===== config.mk =====
export PLATFORM = sky130hd
export DESIGN_NAME = ahb_lite_manager_bridge
export DESIGN_NICKNAME = d
export VERILOG_FILES = /design/src/rtl/ahb_pkg.sv /design/src/rtl/ahb_size_encoder.sv /design/src/rtl/ahb_lite_manager_bridge.sv
export SDC_FILE = /design/constraint.sdc
export NUM_CORES = 1
export LEC_CHECK = 0
export ABC_CLOCK_PERIOD_IN_PS = 2000
export CAP_MARGIN = 20
export CORE_MARGIN = 5
export CORE_UTILIZATION = 40
export DETAILED_ROUTE_END_ITERATION = 16
export DONT_BUFFER_PORTS = 1
export PLACE_DENSITY = 0.66
export SYNTH_ARGS = -nofsm -noshare
export SYNTH_HDL_FRONTEND = slang
export SYNTH_SLANG_ARGS = --single-unit

===== constraint.sdc =====
create_clock -name CLK -period 2 [get_ports CLK]
set_input_delay 0.1 -clock CLK [delete_from_list [all_inputs] [get_ports CLK]]
set_output_delay 0.1 -clock CLK [all_outputs]
set_load 0.1 [all_outputs]

===== src/rtl/ahb_pkg.sv =====
// Shared AHB-Lite encodings and the manager bridge state type.
package ahb_pkg;

    typedef enum logic [1:0] {
        HTRANS_IDLE   = 2'b00,
        HTRANS_BUSY   = 2'b01,
        HTRANS_NONSEQ = 2'b10,
        HTRANS_SEQ    = 2'b11
    } htrans_t;

    localparam logic [2:0] HSIZE_BYTE  = 3'd0;
    localparam logic [2:0] HSIZE_HALF  = 3'd1;
    localparam logic [2:0] HSIZE_WORD  = 3'd2;
    localparam logic [2:0] HSIZE_DWORD = 3'd3;

    localparam logic HRESP_OKAY  = 1'b0;
    localparam logic HRESP_ERROR = 1'b1;

    typedef enum logic [1:0] {
        ST_IDLE,
        ST_DATA,
        ST_ERR
    } bridge_state_t;

endpackage


===== src/rtl/ahb_size_encoder.sv =====
// Maps a byte-lane mask to HSIZE and the byte offset within the data bus.
module ahb_size_encoder
    import ahb_pkg::*;
#(
    parameter int DATA_WIDTH = 32,
    localparam int NB = DATA_WIDTH / 8,
    localparam int LB = $clog2(NB)
) (
    input  logic [NB-1:0] byte_en,
    output logic [2:0]    hsize,
    output logic [LB-1:0] offset
);

    localparam logic [2:0] FULL_SIZE = (NB == 8) ? HSIZE_DWORD : HSIZE_WORD;

    logic [NB-1:0] pat;

    // Try every naturally aligned run of 1, 2 or 4 lanes narrower than the bus;
    // anything that matches none of them stays full width.
    always_comb begin
        hsize  = FULL_SIZE;
        offset = '0;
        pat    = '0;
        for (int unsigned s = 0; s < 3; s++) begin
            for (int unsigned i = 0; i < NB; i++) begin
                for (int unsigned j = 0; j < NB; j++) begin
                    pat[j] = (j >= i) && (j < i + (32'd1 << s));
                end
                if (((32'd1 << s) < NB) && ((i % (32'd1 << s)) == 0) && (byte_en == pat)) begin
                    hsize  = (s == 0) ? HSIZE_BYTE : (s == 1) ? HSIZE_HALF : HSIZE_WORD;
                    offset = LB'(i);
                end
            end
        end
    end

endmodule


===== src/rtl/ahb_lite_manager_bridge.sv =====
// Generic single-transfer request port to AHB-Lite manager, NONSEQ only,
// with registered data phase and two-cycle ERROR handling.
module ahb_lite_manager_bridge
    import ahb_pkg::*;
#(
    parameter int          ADDR_WIDTH = 32,
    parameter int          DATA_WIDTH = 32,
    parameter logic [3:0]  HPROT_VAL  = 4'b0011,
    localparam int         NB         = DATA_WIDTH / 8
) (
    input  logic                  CLK,
    input  logic                  nRST,
    input  logic [ADDR_WIDTH-1:0] addr,
    input  logic [DATA_WIDTH-1:0] wdata,
    input  logic [NB-1:0]         byte_en,
    input  logic                  ren,
    input  logic                  wen,
    output logic [DATA_WIDTH-1:0] rdata,
    output logic                  busy,
    output logic                  error,
    output logic [ADDR_WIDTH-1:0] HADDR,
    output logic [1:0]            HTRANS,
    output logic                  HWRITE,
    output logic [2:0]            HSIZE,
    output logic [2:0]            HBURST,
    output logic [3:0]            HPROT,
    output logic                  HMASTLOCK,
    output logic                  HSEL,
    output logic [DATA_WIDTH-1:0] HWDATA,
    output logic [NB-1:0]         HWSTRB,
    input  logic [DATA_WIDTH-1:0] HRDATA,
    input  logic                  HREADY,
    input  logic                  HRESP
);

    localparam int LB = $clog2(NB);

    bridge_state_t         state, state_nxt;
    htrans_t               trans;
    logic [DATA_WIDTH-1:0] wdata_q;
    logic [NB-1:0]         strb_q;
    logic                  write_q;
    logic [2:0]            enc_size;
    logic [LB-1:0]         enc_off;
    logic                  addr_phase, accept, req_write;
    logic                  unused_addr_bits;

    ahb_size_encoder #(.DATA_WIDTH(DATA_WIDTH)) u_enc (
        .byte_en (byte_en),
        .hsize   (enc_size),
        .offset  (enc_off)
    );

    assign req_write  = wen & ~ren;
    assign addr_phase = (state == ST_IDLE) && (ren || wen) && nRST;
    assign accept     = addr_phase && HREADY;

    // Request low address bits are replaced by the lane offset from the mask.
    assign unused_addr_bits = ^addr[LB-1:0];
    assign HADDR     = {addr[ADDR_WIDTH-1:LB], enc_off};
    assign HSIZE     = enc_size;
    assign HWRITE    = addr_phase & req_write;
    assign HTRANS    = trans;
    assign HSEL      = trans[1];
    assign HBURST    = 3'b000;
    assign HPROT     = HPROT_VAL;
    assign HMASTLOCK = 1'b0;
    assign HWDATA    = wdata_q;
    assign HWSTRB    = write_q ? strb_q : '0;
    assign rdata     = HRDATA;

    always_ff @(posedge CLK or negedge nRST) begin
        if (!nRST) state <= ST_IDLE;
        else       state <= state_nxt;
    end

    always_comb begin
        state_nxt = state;
        case (state)
            ST_IDLE: if (accept) state_nxt = ST_DATA;
            ST_DATA: begin
                if (HRESP == HRESP_ERROR) state_nxt = ST_ERR;
                else if (HREADY)          state_nxt = ST_IDLE;
            end
            ST_ERR:  if (HREADY) state_nxt = ST_IDLE;
            default: state_nxt = ST_IDLE;
        endcase
    end

    always_comb begin
        trans = HTRANS_IDLE;
        busy  = 1'b1;
        error = 1'b0;
        case (state)
            ST_IDLE: if (addr_phase) trans = HTRANS_NONSEQ;
            ST_DATA: if (HREADY && (HRESP == HRESP_OKAY)) busy = 1'b0;
            ST_ERR: begin
                if (HREADY) begin
                    busy  = 1'b0;
                    error = 1'b1;
                end
            end
            default: trans = HTRANS_IDLE;
        endcase
    end

    always_ff @(posedge CLK or negedge nRST) begin
        if (!nRST) begin
            wdata_q <= '0;
            strb_q  <= '0;
            write_q <= 1'b0;
        end else if (accept) begin
            wdata_q <= wdata;
            strb_q  <= byte_en;
            write_q <= req_write;
        end
    end

endmodule

==> flow_summary.ini, run 1 <==
[worst_setup_path]
r2r-start = state[0]
cp_cell_sequence = inv_2, ha_4, nand2_4, nor2_4, buf_4
startpoint = state[1]
reg2regPathDepth = 7
startpoint_type = register
cp.required_ns = 1.90
reg2reg_to = HWDATA[6]
crit_type = register to output port
r2r_setup_slack_ns = 0.36
crit_slowest_cell = buf_4
crit_fanout = 4
arrival_ns = 1.67
cp_slowest_stage_delay_ns = 0.48
end_kind = output port
critPathBufInv = 2
cp_top_family = buffers and inverters

[floorplanning]
fp.dieArea_um2 = 7370
die_width_um = 85.9
row_count = 27
fp.coreArea_um2 = 5540
ioPinCount = 223
initial_utilization = 0.416
die_y_um = 85.9

[drt]
first_pass_iters = 4
route.detailed.drc = 0
viasPerCell = 4.85
drt-total-wl_um = 5220
num_vias = 1420
drt-initial-drc-count = 38
drtAntennaViolNets = 0
wl_per_cell_um = 17.8

[timing]
rsz0062_at_grt = false
finalSetupViolCount = 0
max_freq_mhz = 565
slew_headroom = 0.636
setup_ws_ns = 0.230
tightest_slew_ns = 0.551
skew_ns = 0.00528
period_share = 0.885
hold_viol = 0
post-route-min-period_ns = 1.77
finalMaxSlewViolations = 0

[global_route]
antenna_found_initial = 0
grt_pass1_vias = 1541
grt_usage = 0.140
grt_start_max_net_pins = 40
grt_pass1_wl_um = 7980
overflow = 0

[yosys]
yosysSeqAreaShare = 0.424
synth.distinct_cells = 25
synth_area_leaders = dfrtp_1 (42%), buf_4 (24%), mux2_4 (12%), mux2_2 (8.8%), ha_1 (2.2%)
ys_ff_latch = 39
synth_top_area_share = 0.424
synth-edff-count = 0
ys.flop_type = dfrtp_1
async_flop_share = 1.00
syn_inst = 197
avgSynthCellArea_um2 = 11.7
synth_top_area_cell = dfrtp_1
synth.most_common_cell = buf_4
ys.warnings.count = 0
synth_area_um2 = 2300
synth_common_cells = buf_4 (73), dfrtp_1 (39), mux2_2 (18), mux2_4 (18)

[clock_network]
clock_sinks = 39
clk_latency_ns = 0.29
ctsResizeCount = 0
cts_buffer_depth = 2
postCtsSetupRepairBufs = 0
cts_hold_repair.buffers = 39
cts.reportedPaths.clkPinSlew_ns = 0.08
ctsHtreeMaxLevel = 2
numCtsBuffers = 5
cts_tree = done
cts-root-buf = clkbuf_8

[min_path]
hold_path_class = primary input to register
hp-start = HREADY
hold_end = state[0]
min_path_cells = 2

[final_layout]
seqCellArea_um2 = 976
finalNetCount = 330
num-fill-cells = 487
multiInputGateArea_um2 = 815
drive_above_1_share = 0.462
diodes = 0
area_growth_syn_to_layout_pct = 19.8

[place]
dp.final_hpwl_um = 3500
port_buffers = 0
place_ws_ns = 0.339
finalWeightedCongestion = 0.759

[run]
drv_cap = 0

[outcome]
status = completed
==> metal layers <==
| layer | GRT usage | up-vias | routed length, um |
|---|---|---|---|
| met1 | 0.137 | 673 | 1750 |
| met5 | 0 | - | 0 |
| met4 | 0.0691 | 0 | 170 |
| met3 | 0.0634 | 33 | 562 |
| li1 | - | 609 | - |
| met2 | 0.247 | 105 | 2740 |
==> layout make-up <==
cell class                 count  share of cell area
clock buffer                   5              0.0250
multi-input combinational     84               0.295
clock inverter                 3              0.0159
timing repair buffer          85               0.270
tap                           72              0.0327
sequential                    39               0.354
inverter                       5             0.00681
==> cells by family (layout without fill, tap and decap cells) <==
family                     Yosys count  in the layout  synth area share
DFF                                 39             39             0.424
adders and majority gates            4              4            0.0217
xor gates and xnor gates             1              1           0.00381
and+or+nand+nor                     24             24            0.0500
buffers and inverters               82             98             0.265
muxes                               36             36             0.205
AOI/OAI and AO/OA                    9              9            0.0272
other                                2             10           0.00326
==> metrics by stage <==
| stage | cells | utilization | area, um2 | setup TNS [ns] | hold WS, ns |
|---|---|---|---|---|---|
| 6_report | 293 | 0.498 | 2760 | 0 | 0.0614 |
| 5_1_grt | 293 | 0.498 | 2760 | 0 | 0.0505 |
| 4_1_cts | 293 | 0.498 | 2760 | 0 | 0.0430 |
| 3_5_place_dp | 246 | 0.405 | 2240 | 0 | -0.194 |
| 3_3_place_gp | 246 | 0.405 | 2240 | 0 | -0.194 |
| 2_1_floorplan | 205 | - | 2390 | -0.569 | -0.196 |
==> cells in the final DEF (no fill, tap or decap), drive strengths merged <==
cell,count
clkinv,2
nor3b,1
bufinv,1
nand2,6
o21ai,2
inv,5
and2,5
a22o,1
clkbuf,5
nor3,3
o41a,1
nand3,2
ha,4
buf,47
dfrtp,39
xnor2,1
o31ai,1
o32ai,1
nor2,7
a21oi,2
conb,10
dlygate4sd3,38
o22ai,1
mux2,36
==> flip-flops by register name (all words and copies together) (netlist names) <==
name     cells
HWDATA      32
state        2
write_q      1
strb_q       4
==> worst max-delay path by stage <==
stage | endpoint | cells after the start
3_5_place_dp | HWDATA[1] | 7
2_1_floorplan | HWDATA[13] | 8
6_report | HSEL | 5
4_1_cts | HSEL | 5
5_1_grt | HSEL | 5
3_3_place_gp | HWDATA[9] | 7
Power of run 1 is left out: the tool's default activity adds up to more than one toggle a clock period on the data nets, which glitch-free logic cannot reach.
==> inputs of run 2 (changes only) <==
--- a/config.mk
+++ b/config.mk
@@ -11,6 +11,7 @@
 export CORE_UTILIZATION = 40
 export DETAILED_ROUTE_END_ITERATION = 16
 export DONT_BUFFER_PORTS = 1
+export GPL_TIMING_DRIVEN = 0
 export PLACE_DENSITY = 0.66
 export SYNTH_ARGS = -nofsm -noshare
 export SYNTH_HDL_FRONTEND = slang
==> run 2 against run 1 <==
Net effect: the run now ends with setup timing left; non-clock buffer count increased by 45; register-to-register slack got worse by 0.49 ns; clock-buffer cell count increased by 2; sequential cell count unchanged; global-route usage increased by 0.22 points; core utilization increased by 7.8 points; via count increased by 8.4%; critical path depth increased by 3; first-iteration DRC count decreased by 74%; wire length increased by 12%; critical endpoint is now HWDATA[26].
==> flow_summary.ini, run 2 (synthesized netlist as in run 1, its figures left out) <==
[place]
finalWeightedCongestion = 0.682
port_buffers = 0
dp.final_hpwl_um = 4230
place_ws_ns = -0.211
dp_cells = 277

[drt]
num_vias = 1539
route.detailed.drc = 0
first_pass_iters = 4
drt-total-wl_um = 5870
drtAntennaViolNets = 0
drt-initial-drc-count = 10
viasPerCell = 4.55
wl_per_cell_um = 17.4

[global_route]
grt_busiest_layer = met2
grt_pass1_wl_um = 8200
grt_start_max_net_pins = 40
grt_util_met3 = 0.0567
grt_usage = 0.142
grtUsageMet2 = 0.252
overflow = 0
use_met1 = 0.154
antenna_found_initial = 0
grt_pass1_vias = 1631

[worst_setup_path]
crit_fanout = 6
end_kind = register
startpoint_type = register
arrival_ns = 2.30
crit_type = register to register
cp.required_ns = 2.16

[floorplanning]
row_count = 27
fp.dieArea_um2 = 7370
die_y_um = 85.9
fp.coreArea_um2 = 5540
initial_utilization = 0.416
ioPinCount = 223
die_width_um = 85.9

[clock_network]
clk_latency_ns = 0.28
cts.reportedPaths.clkPinSlew_ns = 0.07
ctsHtreeMaxLevel = 2
cts_buffer_depth = 2
clock_sinks = 39
cts_tree = done
numCtsBuffers = 5
cts-root-buf = clkbuf_8

[timing]
slew_headroom = 0.258
setup_ws_ns = -0.134
rsz0062_at_grt = true
hold-worst-slack_ns = 0.0452
max_freq_mhz = 469
finalSetupViolCount = 40
post-route-min-period_ns = 2.13
hold_viol = 0
tightest_slew_ns = 1.11
period_share = 1.07
finalMaxSlewViolations = 0
skew_ns = 0.00182
tns_ns = -3.26

[outcome]
violations = setup timing
status = finished with violations

[final_layout]
finalNetCount = 375
area_growth_syn_to_layout_pct = 38.5
diodes = 0
final_cell_mix = buf_4 (83), dfrtp_1 (39), dlygate4sd3_1 (38)
largest_reg_flops = 32
final_common_cell = buf_4
fin_cells = 338
drive_above_1_share = 0.553

[min_path]
hold_path_class = primary input to register

[run]
drv_cap = 0
==> run 2: timing repair <==
item | in CTS | in global routing
hold endpoints to repair | 76 | 0
hold buffers | 39 | 0
buffers inserted | 13 | 2
cloned | 2 | 0
setup endpoints to repair | 41 | 40
pin swaps | 4 | 5
gates resized for setup | 9 | 6
==> run 2: cell type report <==
| cell class | count | area, um2 |
|---|---|---|
| plain buffers | 76 | 608 |
| inverters | 5 | 18.8 |
| clock buffers | 7 | 76.3 |
| clock inverters | 1 | 5.00 |
| multi-input cells | 84 | 842 |
| flip-flops and latches | 39 | 976 |
| well taps | 72 | 90.1 |
| repair buffers | 54 | 572 |
| fillers | 465 | 2350 |
==> run 2: worst paths after layout <==
kind | from | to | slack, ns | depth (start not counted)
setup / recovery | state[1] | HWDATA[26] | -0.13 | 8
min in group asynchronous | nRST | HWDATA[31] | 0.29 | 2
max in group asynchronous | nRST | HWDATA[17] | 1.52 | 2
setup reg to reg | state[1] | HWDATA[26] | -0.13 | 8
hold reg to reg | strb_q[2] | strb_q[2] | 0.50 | 1
hold / removal | HREADY | state[1] | 0.05 | 3
==> run 2: layer usage <==
layer  up-vias  share of wire
li1        700              -
met4         0          0.010
met3         9           0.13
met2       124           0.52
met1       706           0.34
met5         -              0
==> run 2: per-stage QoR <==
step | area (um2) | util
6_report | 3190 | 0.575
4_1_cts | 3140 | 0.567
3_3_place_gp | 2480 | 0.449
5_1_grt | 3190 | 0.575
3_5_place_dp | 2490 | 0.450
2_1_floorplan | 2390 | -
==> run 2: critical path: stages, from the launching register on <==
cell and delay, ns:
dfrtp_1 0.39, inv_2 0.09, ha_4 0.16, nand2_4 0.06, nor2_4 0.52, nand2_2 0.16, buf_12 0.20, buf_12 0.13
mux2_4 0.29
Power of run 2 is left out for the same reason.
==> inputs of run 3 (changes only) <==
--- a/config.mk
+++ b/config.mk
@@ -7,12 +7,14 @@
 export LEC_CHECK = 0
 export ABC_CLOCK_PERIOD_IN_PS = 2000
 export CAP_MARGIN = 20
-export CORE_MARGIN = 5
-export CORE_UTILIZATION = 40
+export CORE_AREA = 5 5 84 86
 export DETAILED_ROUTE_END_ITERATION = 16
+export DIE_AREA = 0 0 89 91
 export DONT_BUFFER_PORTS = 1
 export GPL_TIMING_DRIVEN = 0
-export PLACE_DENSITY = 0.66
+export PLACE_DENSITY = 0.63
+export SKIP_CTS_REPAIR_TIMING = 1
 export SYNTH_ARGS = -nofsm -noshare
 export SYNTH_HDL_FRONTEND = slang
+export SYNTH_HIERARCHICAL = 1
 export SYNTH_SLANG_ARGS = --single-unit
==> run 3 against run 2 <==
Net effect: wire length shrank 6.8%; via count shrank 3.1%; highest routed layer unchanged; critical path type is now register to output port; sequential share of layout area grew 1.8 points; core utilization shrank 9.1 points; clock skew is essentially flat; the flow still finishes with violations (setup timing); final cell count shrank 2.4%; synthesized area shrank 2.4%.
==> flow_summary.ini, run 3 <==
[outcome]
status = finished with violations
violations = setup timing

[yosys]
synth_top_area_share = 0.434
synth-edff-count = 0
ys_ff_latch = 39
synth_area_leaders = dfrtp_1 (43%), buf_4 (25%), mux2_2 (15%), mux2_4 (4.7%), ha_1 (2.2%)
synth.distinct_cells = 27
synth_common_cells = buf_4 (74), dfrtp_1 (39), mux2_2 (29), mux2_4 (7)
synth_area_um2 = 2250
ys.flop_type = dfrtp_1
yosysSeqAreaShare = 0.434
async_flop_share = 1.00
ys.warnings.count = 6
syn_inst = 194
synth.most_common_cell = buf_4
synth_top_area_cell = dfrtp_1
avgSynthCellArea_um2 = 11.6

[timing]
max_freq_mhz = 491
finalMaxSlewViolations = 0
hold_viol = 0
finalSetupViolCount = 1
skew_ns = 0.00162
rsz0062_at_grt = true
setup_ws_ns = -0.0363
tightest_slew_ns = 1.08
post-route-min-period_ns = 2.04
slew_headroom = 0.276
period_share = 1.02

[clock_network]
cts_buffer_depth = 2
clock_sinks = 39
numCtsBuffers = 5
ctsHtreeMaxLevel = 2
cts.reportedPaths.clkPinSlew_ns = 0.07
clk_latency_ns = 0.28
cts-root-buf = clkbuf_8
cts_tree = done

[final_layout]
drive_above_1_share = 0.538
diodes = 0
area_growth_syn_to_layout_pct = 33.8
final_common_cell = buf_4
final_cell_mix = buf_4 (77), dfrtp_1 (39), dlygate4sd3_1 (38)
finalNetCount = 362
fin_cells = 330
largest_reg_flops = 32
fin_area_um2 = 3010

[worst_setup_path]
crit_slowest_cell = nor3b_4
r2r-start = state[1]
reg2regPathDepth = 5
crit_type = register to output port
crit_cells = 4
startpoint = state[1]
reg2reg_to = write_q
startpoint_type = register
arrival_ns = 1.94
end_kind = output port
cp_top_family = simple AND/OR/NAND/NOR gates
cp.required_ns = 1.90
cp_slowest_stage_delay_ns = 0.89
r2r_setup_slack_ns = 0.01
critPathBufInv = 1
endpoint = HWRITE
crit_fanout = 4
cp_cell_sequence = inv_2, ha_4, nand2_4, nor3b_4

[floorplanning]
ioPinCount = 223
row_count = 29
die_y_um = 91
fp.coreArea_um2 = 6200
fp.dieArea_um2 = 8100
initial_utilization = 0.362
die_width_um = 89

[drt]
first_pass_iters = 4
drt-total-wl_um = 5470
drtAntennaViolNets = 0
num_vias = 1492
drt-initial-drc-count = 30
route.detailed.drc = 0
viasPerCell = 4.52
wl_per_cell_um = 16.6

[place]
place_ws_ns = -0.134
placed_area_um2 = 2430
finalWeightedCongestion = 0.751
port_buffers = 0
dp_cells = 279
dp.final_hpwl_um = 4150

[global_route]
grt_start_max_net_pins = 43
grt_usage = 0.112
antenna_found_initial = 0
grt_pass1_wl_um = 7210
grt_pass1_vias = 1471
overflow = 0

[min_path]
hp-start = HREADY
hold_path_class = primary input to register

[run]
drv_cap = 0
==> run 3: cell count changes in the layout (fill, tap and decap cells not counted), moves of 2 or more <==
cell / before / now
buf_12: 4 / 1
buf_2: 0 / 2
mux2_2: 18 / 29
inv_1: 3 / 1
buf_4: 83 / 77
mux2_4: 18 / 7
clkbuf_8: 5 / 7
==> run 3: cell families (layout without fill, tap and decap cells) <==
family | count (synthesis) | in the layout | synth area share
buffers and inverters | 80 | 132 | 0.262
adder cells (fa/ha/maj) | 4 | 4 | 0.0223
flip-flops | 39 | 39 | 0.434
other | 3 | 10 | 0.00501
XOR/XNOR | 2 | 2 | 0.00780
AO/OA/AOI/OAI | 10 | 10 | 0.0317
AND/OR/NAND/NOR | 20 | 20 | 0.0451
multiplexers | 36 | 36 | 0.192
==> run 3: worst min path at each step <==
stage / endpoint / slack [ns] / cells past startpoint
floorplan: HWDATA[0] / -0.20 / 0
global placement: HWDATA[10] / -0.19 / 0
detailed placement: HWDATA[11] / -0.19 / 0
CTS: HWDATA[7] / -0.51 / 0
global route: state[0] / 0.02 / 2
finish: state[0] / 0.02 / 2
==> run 3: per-stage QoR <==
stage	TNS [ns]	utilization	hold slack [ns]
global route	-0.236	0.485	0.0181
finish	-0.0363	0.485	0.0234
floorplan	-0.00241	-	-0.196
detailed placement	-0.134	0.392	-0.194
global placement	-0.106	0.387	-0.195
CTS	-0.723	0.408	-0.512
==> run 3: cell type report <==
| type | instances | area, um2 |
|---|---|---|
| Fill cell | 565 | 3200 |
| Sequential cell | 39 | 976 |
| Multi-Input combinational cell | 82 | 781 |
| Buffer | 77 | 589 |
| Timing Repair Buffer | 44 | 453 |
| Clock buffer | 8 | 100 |
| Tap cell | 77 | 96.3 |
| Inverter | 3 | 11.3 |
==> run 3: layer usage <==
layer  up-vias  GRT usage  part of all wire
met3         5     0.0543              0.15
li1        668          -                 -
met4         0     0.0372             0.011
met5         -          0                 0
met1       699      0.112              0.31
met2       120      0.201              0.53
==> run 3: worst register-to-register path, stage by stage, from the launching register on <==
cell and delay (ns):
dfrtp_1 0.41, inv_2 0.12, ha_4 0.17, nand2_4 0.07, nor3b_4 0.89, a22o_1 0.27
Power of run 3 is left out for the same reason.
